--- src/rtl/pipe_skid_reg.sv ---
// Pipeline-stage register with valid/ready handshake, a 2-entry skid buffer and synchronous flush.
// in_ready is a pure decode of the state register, so there is no combinational path from out_ready.
module pipe_skid_reg #(
  parameter int               WIDTH          = 32,
  parameter logic [WIDTH-1:0] RESET_VAL      = '0,
  parameter bit               CLEAR_ON_FLUSH = 1'b0
) (
  input  logic             clk,
  input  logic             rst,
  input  logic             flush,
  input  logic             in_valid,
  output logic             in_ready,
  input  logic [WIDTH-1:0] in_data,
  output logic             out_valid,
  input  logic             out_ready,
  output logic [WIDTH-1:0] out_data,
  output logic [1:0]       occupancy
);

  // State encoding equals the entry count, so occupancy doubles as the FSM state view.
  localparam logic [1:0] ST_EMPTY = 2'd0;
  localparam logic [1:0] ST_ONE   = 2'd1;
  localparam logic [1:0] ST_FULL  = 2'd2;

  // Handshake: a beat moves on a rising edge where valid and ready are both high.
  // Neither side may make valid depend on ready; in_ready never depends on out_ready.

  logic [1:0]       state_q;
  logic [1:0]       state_d;
  logic [WIDTH-1:0] main_q;
  logic [WIDTH-1:0] main_d;
  logic [WIDTH-1:0] skid_q;
  logic [WIDTH-1:0] skid_d;
  logic             accept;
  logic             emit;

  assign out_valid = (state_q != ST_EMPTY);
  assign in_ready  = (state_q != ST_FULL);
  assign occupancy = state_q;
  assign out_data  = main_q;

  assign accept = in_valid & in_ready;
  assign emit   = out_valid & out_ready;

  always_comb begin
    state_d = state_q;
    main_d  = main_q;
    skid_d  = skid_q;

    case (state_q)
      ST_EMPTY: begin
        if (accept) begin
          state_d = ST_ONE;
          main_d  = in_data;
        end
      end
      ST_ONE: begin
        if (accept && !emit) begin
          state_d = ST_FULL;
          skid_d  = in_data;
        end else if (accept && emit) begin
          main_d = in_data;
        end else if (emit) begin
          state_d = ST_EMPTY;
        end
      end
      ST_FULL: begin
        // in_ready is low here, so the only event is draining the main entry.
        if (emit) begin
          state_d = ST_ONE;
          main_d  = skid_q;
        end
      end
      default: begin
        state_d = ST_EMPTY;
      end
    endcase

    // Flush wins over every transition; an emit in this cycle is still delivered.
    if (flush) begin
      state_d = ST_EMPTY;
      if (CLEAR_ON_FLUSH) begin
        main_d = RESET_VAL;
        skid_d = RESET_VAL;
      end else begin
        main_d = main_q;
        skid_d = skid_q;
      end
    end
  end

  always_ff @(posedge clk or negedge rst) begin
    if (!rst) begin
      state_q <= ST_EMPTY;
      main_q  <= RESET_VAL;
      skid_q  <= RESET_VAL;
    end else begin
      state_q <= state_d;
      main_q  <= main_d;
      skid_q  <= skid_d;
    end
  end

endmodule

--- config.mk ---
export PLATFORM = sky130hd
export DESIGN_NAME = pipe_skid_reg
export DESIGN_NICKNAME = d
export VERILOG_FILES = /design/src/rtl/pipe_skid_reg.sv
export SDC_FILE = /design/constraint.sdc
export NUM_CORES = 1
export LEC_CHECK = 0
export BUFFER_PORTS_ARGS = -buffer_cell sky130_fd_sc_hd__buf_4
export CORE_MARGIN = 2
export CORE_UTILIZATION = 48
export DETAILED_ROUTE_END_ITERATION = 16
export PLACE_DENSITY_LB_ADDON = 0.08
export SYNTH_ARGS = -nofsm -noshare
export SYNTH_HDL_FRONTEND = slang
export SYNTH_SLANG_ARGS = --single-unit
--- constraint.sdc ---
create_clock -name clk -period 1.4 [get_ports clk]
set_input_delay 0 -clock clk [delete_from_list [all_inputs] [get_ports clk]]
set_output_delay 0 -clock clk [all_outputs]
set_load 0.05 [all_outputs]
After elaboration in Yosys (flattened, before gate mapping):

Index checks and enable logic that the tools add are counted.

* register bits after elaboration: 66
* bits of input ports: 37
* logic and storage cells: 38

* equality and inequality tests: 11
* reduce and logical (&&, ||, !) cells: 9
* bitwise gates (word level): 3
* muxes and demuxes: 12

Operators with widths (count)
* $mux W32: 4
* $pmux W32 S3: 1
* $mux W2: 6
* $ne A2 B2 Y1 const B: 5
* $ne A4 B4 Y1 const B: 2
* $ne A3 B3 Y1 const B: 2
* $pmux W2 S3: 1
* $reduce_and A6 Y1: 1
* $reduce_and A4 Y1: 1
* $reduce_and A3 Y1: 1
* $reduce_bool A3 Y1: 1
* $and A1 B1 Y1: 2
* $eq A2 B1 Y1 const B: 1
* $eq A2 B2 Y1 const B: 1
* $logic_and A1 B1 Y1: 2
* $logic_not A2 Y1: 1
* $reduce_bool A2 Y1: 1
* $logic_not A1 Y1: 1
* $not A1 Y1: 1

Longest topological paths before layout:

Gate-level depths: netlist (run 1).

* word-level depth: 7
* gate-level depth with buffers: 5
* gate-level depth less buffers: 4

Worst setup path after synthesis (run 1):

No wires, ideal clock.

* path type: reg-to-reg
* start point: register state_q[1] (netlist: occupancy[1])
* end point: register main_q[10] (netlist: out_data[10])
* buffers on the path: 2
* cell stages (with the launch flop): 6
* period minus slack after synthesis: 1895 ps
* path slack: -495 ps
* arrival: 1770 ps
* data required time: 1275 ps
* cells stage by stage: dfrtp_1 > nor2b_2 > buf_6 > buf_8 > mux2_2 > mux2_2

* longest elaborated chain between the ends: 6

RTL lines
* start: declaration: RTL line 28 `logic [1:0] state_q;`
* start signal: assignment: RTL line 98 `state_q <= state_d;`
* $reduce_bool A2 Y1: RTL line 37 `assign out_valid = (state_q != ST_EMPTY);`
* $and A1 B1 Y1: RTL line 43 `assign emit = out_valid & out_ready;`
* $logic_not A1 Y1: RTL line 58 `if (accept && !emit) begin`
* $logic_and A1 B1 Y1: RTL line 58
* $ne A2 B2 Y1 (no source line)
* $reduce_and A6 Y1 (no source line)
* end signal: assignment: RTL line 99 `main_q <= main_d;`
* end: declaration: RTL line 30 `logic [WIDTH-1:0] main_q;`

Several ways; a longest one is shown, not always the timed one.
A chain may end at the register's enable or synchronous reset.

Worst setup path in the final report (run 1):

* start point: register state_q[0] (netlist: occupancy[0])
* end point: register main_q[18] (netlist: out_data[18])

The elaborated chain is that of the path after synthesis.

==> results.sh, run 1 <==
export IMPL_outcome="finished with violations"
export IMPL_violations="setup timing"
export IMPL_vias=1987
export IMPL_power_leakage_uw=0.00221
export IMPL_maxCapViolCount=0
export IMPL_wl_met2_um=3490
export IMPL_ant_nets=0
export IMPL_cts_tree="built"
export IMPL_rrSetupSlack_ns=-0.22
export IMPL_wire_per_inst_um=17.7
export IMPL_cts_made_buffers=9
export IMPL_synthCells=188
export IMPL_synth_xor_area_share_pct=0
export IMPL_clock_root_buffer="clkbuf_8"
export IMPL_grt_start_max_net_pins=49
export IMPL_final_hold_viol_count=0
export IMPL_firstDrtPassIters=4
export IMPL_core_region_area_um2=5990
export IMPL_grt_pass1_wl_um=10600
export IMPL_ios=73
export IMPL_tns_ns=-9.81
export IMPL_register_area_um2=1650
export IMPL_grt_pass1_vias=2100
export IMPL_clk_pin_slew_ns=0.07
export IMPL_maxSlewViolCount=0
export IMPL_io_buffer_count=72
export IMPL_worst_slack_ns=-0.217
export IMPL_antenna_found_initial=0
export IMPL_topRoutingLayerUsed="met4"
export IMPL_met3_length_um=340
export IMPL_start_kind="flip-flop"
export IMPL_place_hpwl_um=3760
export IMPL_rsz0062_at_grt="true"
export IMPL_crit_required_ns=1.62
export IMPL_relSlewSlack_pct=82.4
export IMPL_met1_length_um=3090
export IMPL_cp_data_arrival_time_ns=1.84
export IMPL_drive_above_1_share_pct=66.0
export IMPL_period_share_pct=115
export IMPL_die_w_um=83.2
export IMPL_synth_top_family_by_area="multiplexers"
export IMPL_syn_to_final_growth_pct=55.6
export IMPL_min_period_ns=1.62
export IMPL_syn_num_nets=225
export IMPL_nets=353
export IMPL_drt_iter0_markers=30
export IMPL_nFillCells=352
export IMPL_multi_input_area_um2=1510
export IMPL_path_max_fanout=16
export IMPL_clk_latency_ns=0.34
export IMPL_grt_usage_pct=19.4
export IMPL_setup_viol=66
export IMPL_skew_ns=0.00711
export IMPL_synthSimpleGateAreaFrac_pct=2.49
export IMPL_synth_area_per_cell_um2=16.0
export IMPL_clock_sinks=66
export IMPL_p_per_area_nw_per_um2=1390
export IMPL_setup_worst_path_class="flip-flop to flip-flop"
export IMPL_synth_adder_area_share_pct=0
export IMPL_h_tree_depth=3
export IMPL_die_area_um2=6920
export IMPL_routed_wl_um=7000
export IMPL_gp_congestion=0.666
export IMPL_routed_via_density=5.02
export IMPL_cts_buffer_depth=2
export IMPL_fmax_mhz=618
export IMPL_grt_ovfl_total=0
export IMPL_ys_types=20
export IMPL_fp_dieH_um=83.2
export IMPL_synth_seq_area_share_pct=54.9
export IMPL_place_area_um2=3800
export IMPL_drc=0
export IMPL_muxShareOfSynthArea_pct=36.9
export IMPL_num_rows=28
export IMPL_tightest_slew_ns=0.264
export IMPL_diodes=0
export IMPL_syn_area_um2=3010
export IMPL_peakVddDrop_v=0.00101
export IMPL_hp_class="primary input to asynchronous set/reset pin"
export IMPL_final_cell_area_um2=4680
export IMPL_ys_seq_elements=66
export IMPL_synth_compound_area_share_pct=1.46
export IMPL_crit_path_end_kind="flip-flop"
export IMPL_yosysWarnings=0
export IMPL_start_util_pct=50.2
==> state kept, by name (all words and copies together) (netlist names) <==
register	count
occupancy	2
out_data	32
skid_q	32
==> synth_stat cells <==
library cell   n  area share (%)
nor3b_4        1            0.62
o22a_2         1            0.33
or2_2          1            0.21
buf_6          7             2.6
mux2_2        80              30
nand3b_1       1            0.25
nor3_1         1            0.17
nor2b_2        2            0.58
nor2_1         1            0.12
buf_8          3             1.5
nand2b_1       1            0.21
a21oi_1        2            0.33
o21a_1         1            0.25
nand2_2        1            0.21
inv_1          1            0.12
mux2_4         8             4.0
dfrtp_1       66              55
mux2_1         8             3.0
nand2_1        1            0.12
a21oi_4        1            0.54
==> worst max-delay path, stage by stage, from the launching register on <==
cell	delay [ns]
dfrtp_2	0.47
nand3b_1	0.23
a21oi_4	0.24
buf_12	0.20
mux2_2	0.35
==> kinds of logic after synthesis <==
| kind of cell | after synthesis |
|---|---|
| and+or+nand+nor | 10 |
| buffers and inverters | 11 |
| AOI/OAI and AO/OA | 5 |
| muxes | 96 |
| DFF | 66 |
==> where the power goes <==
group | switching (uW) | leakage, uW | total, uW | internal, uW
clock network | 699 | 0.000101 | 1620 | 920
logic | 1110 | 0.00131 | 2230 | 1120
registers | 274 | 0.000793 | 2640 | 2370
==> path summary, 6_finish.rpt <==
check / startpoint / to / depth (start not counted)
min in group clk: in_valid / occupancy[0]$_DFFE_PN0P_ / 4
worst max register to register: occupancy[0]$_DFFE_PN0P_ / out_data[18]$_DFFE_PN0P_ / 4
worst max-delay path: occupancy[0]$_DFFE_PN0P_ / out_data[18]$_DFFE_PN0P_ / 4
worst min-delay path: rst / skid_q[29]$_DFFE_PN0P_ / 2
worst min register to register: skid_q[25]$_DFFE_PN0P_ / skid_q[25]$_DFFE_PN0P_ / 1
max in group asynchronous: rst / skid_q[7]$_DFFE_PN0P_ / 3
==> layer usage <==
| metal | up-vias | GRT usage [%] |
|---|---|---|
| li1 | 921 | - |
| met1 | 1004 | 24.5 |
| met2 | 54 | 31.8 |
| met3 | 8 | 6.56 |
| met4 | 0 | 5.66 |
| met5 | - | 0 |
==> what timing repair did <==
item	4_1_cts	5_1_grt
endpoints found under the setup margin	66	66
gates resized for setup	32	20
buffers inserted	2	3
endpoints found under the hold margin	100	0
pin swaps	0	0
hold buffers	35	0
cloned	1	4
==> cell usage in the layout, fill, tap and decap left out <==
master         count
buf_8              2
clkbuf_1           3
dlygate4sd3_1     35
buf_12             7
clkbuf_16          3
mux2_2            17
clkbuf_8          11
nor2_1             1
a21oi_4            1
nand2_1            1
nand3b_1           1
or2_2              1
nor2b_4            2
inv_2              1
nor3b_4            1
bufinv_16          1
o22a_2             1
dfrtp_2            2
nor3_1             1
dfrtp_1           64
o21a_1             1
mux2_4            79
nand2b_4           1
clkinv_2           1
nand2_2            1
a21oi_1            2
buf_6              6
buf_4             74
==> layout make-up <==
| type | count | area share, % |
|---|---|---|
| inverters | 1 | 0.0802 |
| repair buffers | 127 | 26.0 |
| well taps | 75 | 2.00 |
| multi-input cells | 111 | 32.3 |
| flip-flops and latches | 66 | 35.3 |
| clock inverters | 2 | 0.748 |
| clock buffers | 14 | 3.47 |
==> metrics by stage <==
step | total power (uW) | setup WS (ns) | std cells | util (%) | hold WS, ns
6_report | 6490 | -0.217 | 396 | 78.2 | 0.0824
2_1_floorplan | 3940 | -0.299 | 188 | - | -0.296
3_3_place_gp | 4510 | -0.163 | 336 | 63.5 | -0.102
3_5_place_dp | 4550 | -0.186 | 336 | 63.5 | -0.104
5_1_grt | 6780 | -0.281 | 396 | 78.2 | 0.0877
4_1_cts | 6420 | -0.189 | 390 | 75.4 | 0.0404
Power figures use the tool's default switching activity.
==> inputs of run 2 (changes only) <==
- GPL_TIMING_DRIVEN: unset -> 0
==> run 2 against run 1 <==
  * Sequential power hardly changed
  * Non-clock buffer count grew 14
  * Wire length is 2.5% higher
  * The flow still finishes with violations (setup timing)
  * Largest cell class unchanged
  * Register-to-register slack is essentially flat
  * Count of clock-buffer cells in the layout unchanged
==> results.sh, run 2 (same netlist as run 1, synthesis figures left out) <==
export IMPL_switching_power_uw=2080
export IMPL_p_per_area_nw_per_um2=1310
export IMPL_cts_made_buffers=9
export IMPL_num_rows=28
export IMPL_cts_tree="built"
export IMPL_cts_buffer_depth=2
export IMPL_crit_end="skid_q[16]$_DFFE_PN0P_"
export IMPL_power_leakage_uw=0.00233
export IMPL_nets=367
export IMPL_fmax_mhz=614
export IMPL_clockPowerShare_pct=22.7
export IMPL_power_uw=6420
export IMPL_tightest_slew_ns=0.836
export IMPL_min_period_ns=1.63
export IMPL_die_w_um=83.2
export IMPL_startpoint="occupancy[1]$_DFFE_PN0P_"
export IMPL_start_util_pct=50.2
export IMPL_p_sw_share_pct=32.3
export IMPL_io_buffer_count=72
export IMPL_setup_worst_path_class="flip-flop to flip-flop"
export IMPL_outcome="finished with violations"
export IMPL_path_max_fanout=5
export IMPL_comb_power_share_pct=36.2
export IMPL_maxCapViolCount=0
export IMPL_crit_required_ns=1.62
export IMPL_gp_congestion=0.687
export IMPL_maxSlewViolCount=0
export IMPL_rsz0062_at_grt="true"
export IMPL_firstDrtPassIters=4
export IMPL_grt_pass1_wl_um=10900
export IMPL_use_met2_pct=32.0
export IMPL_grt_pass1_vias=2229
export IMPL_ios=73
export IMPL_drive_above_1_share_pct=67.8
export IMPL_met3_usage_pct=3.88
export IMPL_clk_latency_ns=0.33
export IMPL_grt_usage_pct=19.5
export IMPL_start_kind="flip-flop"
export IMPL_place_hpwl_um=3790
export IMPL_vias=2081
export IMPL_die_area_um2=6920
export IMPL_met1_usage_pct=26.0
export IMPL_register_area_um2=1650
export IMPL_final_cell_mix="mux2_4, buf_4, dfrtp_1, dlygate4sd3_1"
export IMPL_tns_ns=-11.20
export IMPL_wire_per_inst_um=17.5
export IMPL_nFillCells=299
export IMPL_multi_input_area_um2=1540
export IMPL_hp_class="primary input to flip-flop"
export IMPL_setup_viol=67
export IMPL_drc=0
export IMPL_seqPwrFrac_pct=41.1
export IMPL_reg2reg_depth=6
export IMPL_cp_data_arrival_time_ns=1.85
export IMPL_worst_slack_ns=-0.229
export IMPL_clk_pin_slew_ns=0.07
export IMPL_clock_sinks=66
export IMPL_drt_iter0_markers=44
export IMPL_skew_ns=0.00351
export IMPL_p_int_uw=4340
export IMPL_syn_to_final_growth_pct=63.0
export IMPL_final_common_cell="mux2_4"
export IMPL_rrSetupSlack_ns=-0.23
export IMPL_ant_nets=0
export IMPL_h_tree_depth=3
export IMPL_core_region_area_um2=5990
export IMPL_period_share_pct=116
export IMPL_routed_wl_um=7170
export IMPL_reg2reg_from="occupancy[1]$_DFFE_PN0P_"
export IMPL_reg2reg_to="skid_q[16]$_DFFE_PN0P_"
export IMPL_diodes=0
export IMPL_fp_dieH_um=83.2
export IMPL_grt_ovfl_total=0
export IMPL_antenna_found_initial=0
export IMPL_relSlewSlack_pct=44.2
export IMPL_final_hold_viol_count=0
export IMPL_crit_path_end_kind="flip-flop"
export IMPL_clock_root_buffer="clkbuf_8"
export IMPL_top_usage_layer="met2"
export IMPL_peakVddDrop_v=0.000920
export IMPL_violations="setup timing"
export IMPL_grt_start_max_net_pins=67
export IMPL_routed_via_density=5.08
## run 2: what timing repair did
action                     4_1_cts  5_1_grt
hold endpoints to repair       100        0
gates cloned                     3        4
buffers inserted                15        5
hold buffers                    35        0
pin swaps                        1        2
setup endpoints to repair       65       66
gates resized for setup         51       25
## run 2: area by class of cell
class                   instances  share of cell area, %
inverters                       1                  0.128
flip-flops and latches         66                   33.7
multi-input cells             111                   31.4
repair buffers                133                   26.3
clock buffers                  14                   3.52
plain buffers                   8                   2.76
well taps                      75                   1.91
clock inverters                 2                  0.204
## run 2: metrics by stage
stage	cell area (um2)	utilization [%]	setup slack [ns]	hold slack (ns)	std cells
6_report	4900	81.9	-0.229	0.0968	410
5_1_grt	4900	81.9	-0.283	0.115	410
4_1_cts	4700	78.4	-0.218	0.0554	404
3_5_place_dp	3770	62.9	-0.341	0.164	335
3_3_place_gp	3770	62.9	-0.309	0.156	335
2_1_floorplan	3140	-	-0.299	-0.296	188
## run 2: worst max-delay path: stages (launching register included)
cell     delay (ns)
dfrtp_2        0.44
nor2b_4        0.13
nor3b_4        0.24
buf_6          0.17
buf_12         0.11
buf_16         0.11
mux2_4         0.30
## run 2: layer usage
metal  up-vias  routed length, um
li1        959                  -
met1      1060               3180
met2        51               3630
met3        11                272
met4         0                 91
met5         -                  0
## run 2: power groups by stage
| stage | clock network, uW | registers, uW | logic (uW) |
|---|---|---|---|
| global placement | 0 | 2620 | 1860 |
| global route | 1580 | 2690 | 2430 |
| finish | 1460 | 2640 | 2320 |
| floorplan | 0 | 3270 | 663 |
| detailed placement | 0 | 2640 | 1900 |
| CTS | 1500 | 2620 | 2210 |
## run 2: how the worst min path moves through the flow
stage	from	end	slack, ns	depth (start not counted)
2_1_floorplan	rst	occupancy[0]$_DFFE_PN0P_	-0.30	0
3_3_place_gp	rst	out_data[3]$_DFFE_PN0P_	0.16	1
3_5_place_dp	rst	out_data[3]$_DFFE_PN0P_	0.16	1
4_1_cts	in_valid	occupancy[0]$_DFFE_PN0P_	0.06	4
5_1_grt	in_valid	occupancy[0]$_DFFE_PN0P_	0.11	4
6_report	in_valid	occupancy[0]$_DFFE_PN0P_	0.1	4
==> inputs of run 3 (changes only) <==
- CORE_UTILIZATION: 48 -> 53
- SLEW_MARGIN: unset -> 20
- clock period: 1.4 -> 1.6 ns (I/O delays scaled with it)
==> run 3 against run 2 <==
  * The run still ends with setup timing left
  * Sequential cell count did not move
  * Setup slack improved by 0.18 ns
  * Register-to-register slack improved by 0.18 ns
  * Combinational power fell by 16%
  * Wire length rose by 0.52%
  * Maximum frequency fell by 1.1%
  * Count of clock-buffer cells in the layout fell by 3
  * Design area fell by 3.4%
  * Cell count fell by 3.2%
  * Die area fell by 9.0%
  * Clock skew rose by 0.0055 ns
  * Power fell by 9.5%
  * Critical endpoint is now out_data[20]$_DFFE_PN0P_
  * Largest power group unchanged
==> results.sh, run 3 (same netlist as run 1, synthesis figures left out) <==
export IMPL_grt_pass1_wl_um=9850
export IMPL_ios=73
export IMPL_period_share_pct=103
export IMPL_rsz0062_at_grt="true"
export IMPL_grt_pass1_vias=2089
export IMPL_clk_latency_ns=0.34
export IMPL_fmax_mhz=607
export IMPL_maxCapViolCount=0
export IMPL_final_cell_mix="buf_4, mux2_4, dfrtp_1, dlygate4sd3_1, mux2_2"
export IMPL_hp_class="primary input to flip-flop"
export IMPL_place_hpwl_um=3880
export IMPL_wire_per_inst_um=18.2
export IMPL_diodes=0
export IMPL_core_region_area_um2=5510
export IMPL_grt_start_max_net_pins=67
export IMPL_die_area_um2=6300
export IMPL_antenna_found_initial=0
export IMPL_routed_via_density=5.15
export IMPL_worst_slack_ns=-0.0473
export IMPL_peakVddDrop_v=0.00109
export IMPL_outcome="finished with violations"
export IMPL_power_leakage_uw=0.00223
export IMPL_setup_worst_path_class="flip-flop to flip-flop"
export IMPL_cts_buffer_depth=2
export IMPL_die_w_um=79.4
export IMPL_start_kind="flip-flop"
export IMPL_drive_above_1_share_pct=66.8
export IMPL_vias=2044
export IMPL_final_hold_viol_count=0
export IMPL_drt_iter0_markers=50
export IMPL_grt_usage_pct=20.9
export IMPL_drc=0
export IMPL_clock_sinks=66
export IMPL_multi_input_area_um2=1480
export IMPL_io_buffer_count=72
export IMPL_cts_tree="built"
export IMPL_min_period_ns=1.65
export IMPL_nets=357
export IMPL_crit_required_ns=1.82
export IMPL_register_area_um2=1650
export IMPL_syn_to_final_growth_pct=57.4
export IMPL_num_rows=27
export IMPL_clock_root_buffer="clkbuf_8"
export IMPL_tightest_slew_ns=0.841
export IMPL_cts_made_buffers=9
export IMPL_h_tree_depth=3
export IMPL_tns_ns=-1.01
export IMPL_violations="setup timing"
export IMPL_nFillCells=257
export IMPL_maxSlewViolCount=0
export IMPL_path_max_fanout=7
export IMPL_clk_pin_slew_ns=0.07
export IMPL_cp_data_arrival_time_ns=1.87
export IMPL_fp_dieH_um=79.4
export IMPL_gp_congestion=0.701
export IMPL_firstDrtPassIters=4
export IMPL_crit_path_end_kind="flip-flop"
export IMPL_relSlewSlack_pct=43.9
export IMPL_grt_ovfl_total=0
export IMPL_final_common_cell="buf_4"
export IMPL_setup_viol=41
export IMPL_power_uw=5810
export IMPL_ant_nets=0
export IMPL_routed_wl_um=7210
export IMPL_skew_ns=0.00899
export IMPL_start_util_pct=54.6
export IMPL_p_per_area_nw_per_um2=1230
run 3: cell type report:
cell class / instances / share of cell area, %
buffer: 9 / 3.38
clock buffer: 11 / 2.99
clock inverter: 5 / 1.64
inverter: 1 / 0.0793
multi-input combinational: 111 / 31.3
sequential: 66 / 34.9
tap: 72 / 1.90
timing repair buffer: 122 / 23.8
run 3: final timing paths:
kind,start,slack [ns],cells past startpoint,to
max,occupancy[1]$_DFFE_PN0P_,-0.05,6,out_data[20]$_DFFE_PN0P_
min,in_valid,0.05,4,occupancy[0]$_DFFE_PN0P_
max reg2reg,occupancy[1]$_DFFE_PN0P_,-0.05,6,out_data[20]$_DFFE_PN0P_
min reg2reg,skid_q[13]$_DFFE_PN0P_,0.50,1,skid_q[13]$_DFFE_PN0P_
max in group asynchronous,rst,0.68,2,occupancy[0]$_DFFE_PN0P_
min in group asynchronous,rst,0.29,2,out_data[30]$_DFFE_PN0P_
run 3: metrics by stage:
stage          std cells  hold WS (ns)  util, %  setup slack [ns]  instance area (um2)
5_1_grt              397        0.0619     86.0           -0.0691                 4740
4_1_cts              388        0.0548     79.5           -0.0104                 4380
3_3_place_gp         332         0.155     68.4           -0.0922                 3770
2_1_floorplan        188        -0.296        -           -0.0992                 3140
3_5_place_dp         332         0.152     68.4            -0.122                 3770
6_report             397        0.0504     86.0           -0.0473                 4740
run 3: critical path: stages (launching register included):
cell and delay, ns:
dfrtp_2 0.45, nor2b_4 0.17, nand2_2 0.10, a21oi_4 0.18
buf_12 0.17, clkbuf_16 0.16, mux2_4 0.29
run 3: report_power, final:
group | total (uW) | internal [uW] | switching (uW)
Sequential | 2310 | 2070 | 241
Clock | 1550 | 915 | 638
Combinational | 1940 | 961 | 983
run 3: what timing repair did:
item                                    4_1_cts  5_1_grt
pin swaps                                     1        2
resized for setup                             1       45
hold endpoints to repair                    100        0
endpoints found under the setup margin       60       59
cloned                                        0        6
hold buffers                                 35        0
buffers inserted                              5        4
run 3: metal layers:
layer  GRT usage (%)  vias up  part of all wire (%)
li1                -      937                     -
met1            23.2     1050                    43
met2            38.1       51                    52
met3            5.11        6                   3.6
met4            8.79        0                  0.96
met5               0        -                     0
